File: src/rtl/win_fetch_ctrl.sv
// rtl/win_fetch_ctrl.sv - raster-scan 6x6 window fetcher over a row-major pixel memory
//
// Ports:
//   clk, reset        single clock, synchronous active-high reset
//   start             begin a full-image scan (only acted on when idle)
//   memReaden/memAddr pixel read request, address = y*IMG_W + x
//   memData           read data, returned one cycle after its request
//   window            36 pixels, byte k = r*6+c at [8k+7:8k]
//   winValid/winReady window handshake; winX/winY give the window's top-left
//   busy              high whenever a scan is in progress
//   done              one-cycle pulse after the final window is accepted
module win_fetch_ctrl #(
  parameter int IMG_W  = 64,
  parameter int IMG_H  = 64,
  parameter int ADDR_W = 12
) (
  input  logic              clk,
  input  logic              reset,
  input  logic              start,
  output logic              memReaden,
  output logic [ADDR_W-1:0] memAddr,
  input  logic [7:0]        memData,
  output logic [287:0]      window,
  output logic              winValid,
  input  logic              winReady,
  output logic [11:0]       winX,
  output logic [11:0]       winY,
  output logic              busy,
  output logic              done
);

  typedef enum logic [2:0] {
    S_IDLE,
    S_FETCH,
    S_DRAIN,
    S_PRESENT,
    S_DONE
  } state_t;

  localparam logic [11:0] LAST_X  = 12'(IMG_W - 6);
  localparam logic [11:0] LAST_Y  = 12'(IMG_H - 6);
  localparam logic [31:0] IMG_W_U = 32'(IMG_W);

  state_t        r_state;
  state_t        w_next;
  logic [5:0]    r_k;
  // Row/column of the current fetch within the window, kept alongside r_k
  // so the address needs no divide-by-6.
  logic [2:0]    r_row;
  logic [2:0]    r_col;
  logic [11:0]   r_win_x;
  logic [11:0]   r_win_y;
  logic [287:0]  r_window;
  // Tracks the read issued last cycle so its data lands in the right byte.
  logic          r_cap_vld;
  logic [5:0]    r_cap_idx;
  logic          w_last_x;
  logic          w_last_y;
  logic [31:0]   w_addr_full;

  assign w_last_x = (r_win_x == LAST_X);
  assign w_last_y = (r_win_y == LAST_Y);

  // Full 32-bit arithmetic; only the final result is cut to ADDR_W.
  assign w_addr_full = (32'(r_win_y) + 32'(r_row)) * IMG_W_U
                     + 32'(r_win_x) + 32'(r_col);

  assign memAddr = memReaden ? w_addr_full[ADDR_W-1:0] : '0;
  assign window  = r_window;
  assign winX    = r_win_x;
  assign winY    = r_win_y;

  always_ff @(posedge clk) begin
    if (reset) begin
      r_state <= S_IDLE;
    end else begin
      r_state <= w_next;
    end
  end

  always_comb begin
    w_next    = r_state;
    memReaden = 1'b0;
    winValid  = 1'b0;
    busy      = 1'b1;
    done      = 1'b0;
    case (r_state)
      S_IDLE: begin
        busy = 1'b0;
        if (start) w_next = S_FETCH;
      end
      S_FETCH: begin
        memReaden = 1'b1;
        if (r_k == 6'd35) w_next = S_DRAIN;
      end
      S_DRAIN: begin
        w_next = S_PRESENT;
      end
      S_PRESENT: begin
        winValid = 1'b1;
        if (winReady) w_next = (w_last_x && w_last_y) ? S_DONE : S_FETCH;
      end
      S_DONE: begin
        done   = 1'b1;
        w_next = S_IDLE;
      end
      default: w_next = S_IDLE;
    endcase
  end

  always_ff @(posedge clk) begin
    if (reset) begin
      r_k       <= '0;
      r_row     <= '0;
      r_col     <= '0;
      r_win_x   <= '0;
      r_win_y   <= '0;
      r_window  <= '0;
      r_cap_vld <= 1'b0;
      r_cap_idx <= '0;
    end else begin
      r_cap_vld <= memReaden;
      r_cap_idx <= r_k;
      if (r_cap_vld) r_window[{r_cap_idx, 3'b000} +: 8] <= memData;

      case (r_state)
        S_IDLE: begin
          if (start) begin
            r_win_x <= '0;
            r_win_y <= '0;
            r_k     <= '0;
            r_row   <= '0;
            r_col   <= '0;
          end
        end
        S_FETCH: begin
          r_k <= r_k + 6'd1;
          if (r_col == 3'd5) begin
            r_col <= '0;
            r_row <= r_row + 3'd1;
          end else begin
            r_col <= r_col + 3'd1;
          end
        end
        S_PRESENT: begin
          if (winReady) begin
            r_k   <= '0;
            r_row <= '0;
            r_col <= '0;
            // On the final window the coordinates are left as they are.
            if (!w_last_x) begin
              r_win_x <= r_win_x + 12'd1;
            end else if (!w_last_y) begin
              r_win_x <= '0;
              r_win_y <= r_win_y + 12'd1;
            end
          end
        end
        default: ;
      endcase
    end
  end

endmodule

File: config.mk
export PLATFORM = sky130hd
export DESIGN_NAME = win_fetch_ctrl
export DESIGN_NICKNAME = d
export VERILOG_FILES = /design/src/rtl/win_fetch_ctrl.sv
export SDC_FILE = /design/constraint.sdc
export NUM_CORES = 1
export LEC_CHECK = 0
export ABC_AREA = 1
export CAP_MARGIN = 20
export CORE_UTILIZATION = 45
export CTS_CLUSTER_SIZE = 28
export DETAILED_ROUTE_END_ITERATION = 8
export PLACE_DENSITY_LB_ADDON = 0.12
export SYNTH_ARGS = -nofsm -noshare
export SYNTH_HDL_FRONTEND = slang
export SYNTH_SLANG_ARGS = --single-unit
File: constraint.sdc
create_clock -name clk -period 8.03 [get_ports clk]
set_input_delay 0.803 -clock clk [delete_from_list [all_inputs] [get_ports clk]]
set_output_delay 0.803 -clock clk [all_outputs]
set_load 0.02 [all_outputs]
; Yosys cells after proc, flatten, opt, wreduce, memory -nomap -nowiden
; Cells that the tools add are included.
[word_totals]
register_bits = 334
out_inout_bits = 328
word_cells = 73
[classes]
addsub = 9
eq_ne = 15
n_shift = 2
muxes = 29
n_reduce_logical = 9
[ops]
columns = operator, count
row1 = 288-bit bitwise mux, 1
row2 = "8-bit by 11-bit variable shift with 288-bit output, first input constant", 1
row3 = 8-bit by 11-bit indexed part select with 288-bit output, 1
row4 = 12-bit two-way mux, 8
row5 = 12-bit case mux with 2 select lines, 2
row6 = "12-bit by 1-bit adder with 12-bit output, second input constant", 2
row7 = "12-bit by 6-bit == test with 1-bit output, second input constant", 2
row8 = 3-bit two-way mux, 8
row9 = 3-bit case mux with 3 select lines, 2
row10 = 6-bit case mux with 3 select lines, 1
row11 = 12-bit adder, 1
row12 = 12-bit by 3-bit adder with 12-bit output, 1
row13 = 6-bit two-way mux, 2
row14 = "2-bit inequality test, second input constant", 6
row15 = 3-bit case mux with 4 select lines, 1
row16 = 9-bit negator with 11-bit output, 1
row17 = 4-bit AND reduction, 2
row18 = "3-bit by 1-bit adder with 3-bit output, second input constant", 2
row19 = "6-bit by 1-bit adder with 6-bit output, second input constant", 1
row20 = 6-bit by 3-bit adder with 6-bit output, 1
row21 = "3-bit by 2-bit == test with 1-bit output, second input constant", 2
row22 = "3-bit == test, second input constant", 2
row23 = "6-bit == test, second input constant", 1
row24 = 3-bit AND reduction, 2
row25 = 8 further kinds, 11

; Logic depth before layout (Yosys ltp)
[logic_depth]
ltp_word = 5
mapped_depth = 16

; Least setup slack after synthesis
; OpenSTA, ideal clock, no wires.
[synth_timing]
path_type = register to output
from = register r_win_y[0], in the netlist winY[0]
to = output memAddr[9]
arrival_time_ns = 2.438
t_required_ns = 7.227
slack_ns = 4.789
stages_incl_launch_ff = 11
path_cell_list = dfxtp_1 -> ha_1 -> fa_1 -> xor2_1 -> ha_1 -> nand2_1 -> nor3_1 -> nand3_1 -> nand3_1 -> o21ai_0 -> a21oi_1
[synth_between]
elab_chain_len = 4
[synth_lines]
columns = item, line_no
row1 = "start, declared", 52  ; logic [11:0] r_win_y;
row2 = "start signal, assigned", 155  ; r_win_y <= r_win_y + 12'd1;
row3 = 6-bit by 3-bit adder with 6-bit output, 65  ; assign w_addr_full = (32'(r_win_y) + 32'(r_row)) * IMG_W_U
row4 = 12-bit adder, 66  ; + 32'(r_win_x) + 32'(r_col);
row5 = 12-bit by 3-bit adder with 12-bit output, 66
row6 = 12-bit two-way mux, 68  ; assign memAddr = memReaden ? w_addr_full[ADDR_W-1:0] : '0;
row7 = "end, declared", 21  ; output logic [ADDR_W-1:0] memAddr,
; Every way passes these cells.

; Worst setup path after layout
[layout_timing]
from = register r_win_y[2], in the netlist winY[2]
to = output memAddr[10]
; The elaborated chain is that of the path after synthesis.

==> results.sh <==
export IMPL_wl_met2_um=22500
export IMPL_die_h_um=185
export IMPL_grt_pass1_wl_um=75300
export IMPL_wl_per_cell_um=16.1
export IMPL_antenna_found_initial=0
export IMPL_ys_types=37
export IMPL_grt_usage_pct=27.8
export IMPL_synth_seq_cells=334
export IMPL_drc_errors=0
export IMPL_cts_setup_buffers=0
export IMPL_drive_above_1_share_pct=4.04
export IMPL_cts_sinks=334
export IMPL_final_nets=2606
export IMPL_core_area_um2=32800
export IMPL_start_util_pct=46.0
export IMPL_cts_buffer_depth=3
export IMPL_synth_edff_count=0
export IMPL_clk_pin_slew_ns=0.06
export IMPL_hold_viol=0
export IMPL_p_comb_share_pct=8.7
export IMPL_numCtsBuffers=37
export IMPL_areaGrowthSynthToFinish_pct=32.9
export IMPL_outcome="finished clean"
export IMPL_die_w_um=185
export IMPL_r2r_slack_ns=4.27
export IMPL_synthCells=2283
export IMPL_wl_met1_um=20700
export IMPL_hold_ws_ns=0.461
export IMPL_cts_resized=0
export IMPL_drtAntennaViolNets=0
export IMPL_slew_viol_final=0
export IMPL_h_tree_depth=2
export IMPL_clk_latency_ns=0.53
export IMPL_gr_total_overflow=0
export IMPL_drv_cap=0
export IMPL_ys_seq_area_share_pct=44.4
export IMPL_io_pin_count=340
export IMPL_fin_crit_sh_pct=53.9
export IMPL_syn_avg_cell_area_um2=6.60
export IMPL_slew_headroom_pct=26.6
export IMPL_crit_fanout=7
export IMPL_num_rows=66
export IMPL_tns_ns=0
export IMPL_finalPower_w=0.00385
export IMPL_async_flop_share_pct=0
export IMPL_seqPwrFrac_pct=44.0
export IMPL_fillCellCount=3105
export IMPL_vias_per_cell=4.99
export IMPL_firstDrtPassIters=6
export IMPL_switchingPower_w=0.000979
export IMPL_grt_pass1_vias=13894
export IMPL_clockRootBuffer="clkbuf_16"
export IMPL_layout_commonest_cell="nand2_1"
export IMPL_path_class="reg2out"
export IMPL_required_ns=7.23
export IMPL_place_gp_congestion=0.912
export IMPL_switching_share_pct=25.4
export IMPL_yosys_area_top_type="dfxtp_1"
export IMPL_clkPwrFrac_pct=47.3
export IMPL_power_density_nw_per_um2=192
export IMPL_yosysTopAreaCellShare_pct=44.4
export IMPL_grt_start_max_net_pins=113
export IMPL_vdd_ir_drop_max_uv=192
export IMPL_wl_um=48900
export IMPL_worst_hold_path_type="reg2reg"
export IMPL_cts_hold_buffers=0
export IMPL_dr_wl_met3_um=4120
export IMPL_portBuffers=339
export IMPL_cp_num_buf_inv=1
export IMPL_cp_slowest_cell="clkdlybuf4s50_1"
export IMPL_crit_family="simple AND/OR/NAND/NOR gates"
export IMPL_num_antenna_cells=0
export IMPL_p_int_w=0.00287
export IMPL_hpwl_um=34200
export IMPL_setup_violations=0
export IMPL_cp_slowest_stage_delay_ns=0.53
export IMPL_fin_skew_ns=0.0163
export IMPL_synthTopCellsByArea="dfxtp_1, nand2_1, nor2_1, inv_1, a21oi_1"
export IMPL_end_kind="primary output"
export IMPL_final_cell_mix="nand2_1, nor2_1, clkdlybuf4s50_1, dfxtp_1, inv_1"
export IMPL_cts_tree="built"
export IMPL_leakagePower_nw=8.29
export IMPL_startpoint_type="flop"
export IMPL_cp_data_arrival_time_ns=3.53
export IMPL_max_freq_mhz=231
export IMPL_netlist_area_um2=15100
export IMPL_post_route_min_period_ns=4.33
export IMPL_synth_top_flop_cell="dfxtp_1"
export IMPL_die_area_um2=34200
export IMPL_dr_first_iter_drc_count=1174
export IMPL_grt_setup_unrepaired="false"
export IMPL_cp_cell_sequence="ha_1 > a21oi_1 > nand2_1 > xor2_1 > ha_1 > nand4_1 > nor3b_1 > nor2_1 > o21ai_0 > nor2_1 > clkdlybuf4s50_1"
export IMPL_syn_nets=2317
export IMPL_ys_warn_count=0
export IMPL_tightest_slew_ns=1.09
export IMPL_top_layer_used="met4"
export IMPL_num_vias=15169
==> Yosys cell counts, drive strengths merged, types with 4 or more instances <==
master	n
o21ai	86
dfxtp	334
nand4	17
nor2	438
xor2	16
nand2	601
a21oi	154
buf	45
nor3	42
inv	299
nand3	146
nor3b	4
ha	20
clkbuf	60
==> kinds of logic after synthesis <==
group           share of synthesized area (%)
fa+ha+maj                                1.93
flops                                    44.4
xor+xnor                                 1.10
simple gates                             33.8
buf+inv                                  10.4
compound gates                           8.33
==> power groups by stage <==
| stage | clock (W) | combinational (W) | sequential (W) |
|---|---|---|---|
| after floorplan | 0 | 0.000208 | 0.00174 |
| after global placement | 0 | 0.000321 | 0.00173 |
| after detailed placement | 0 | 0.000326 | 0.00173 |
| after CTS | 0.00184 | 0.000328 | 0.00170 |
| after global routing | 0.00191 | 0.000363 | 0.00170 |
| final | 0.00182 | 0.000334 | 0.00170 |
==> sequential cells by signal, summed over array words and instances, names as in the netlist <==
register / count
r_state: 3
window: 288
winY: 12
winX: 12
r_cap_idx: 6
r_col: 3
r_cap_vld: 1
r_row: 3
r_k: 6
==> worst paths after layout <==
kind,start,endpoint,cells past startpoint
setup reg to reg,r_cap_idx[0]$_SDFF_PP0_,window[218]$_SDFFE_PP0P_,12
setup / recovery,winY[2]$_SDFFE_PP0P_,memAddr[10],11
hold reg to reg,window[261]$_SDFFE_PP0P_,window[261]$_SDFFE_PP0P_,2
hold / removal,window[261]$_SDFFE_PP0P_,window[261]$_SDFFE_PP0P_,2
==> metrics by stage <==
stage	utilization [%]	worst slack, ns	instances	area [um2]
2_1_floorplan	-	4.79	2283	15100
3_3_place_gp	57.0	4.35	2974	18700
3_5_place_dp	57.0	4.30	2974	18700
4_1_cts	61.0	3.74	3041	20000
5_1_grt	61.1	3.51	3042	20000
6_report	61.1	3.70	3042	20000
==> layer usage <==
layer | GRT usage [%] | up-vias
met4 | 10.3 | 0
met5 | 0 | -
met1 | 35.8 | 6886
met2 | 45.2 | 570
met3 | 6.43 | 100
li1 | - | 7613
==> layout make-up <==
type | count | area (um2) | share of cell area (%)
clock inverter | 15 | 214 | 1.07
multi-input combinational | 1544 | 6820 | 34.0
timing repair buffer | 355 | 3530 | 17.6
clock buffer | 52 | 1090 | 5.47
tap | 442 | 553 | 2.76
sequential | 334 | 6690 | 33.4
inverter | 300 | 1130 | 5.64
==> worst reg2reg max path, delay by kind of cell, from the launching register on <==
kind            cells  cell delay (ns)
compound gates      1             0.30
fa+ha+maj           1             0.27
buf+inv             3             0.93
flops               1             0.37
simple gates        7             1.79
No activity file was read; power rests on OpenSTA's default activity.
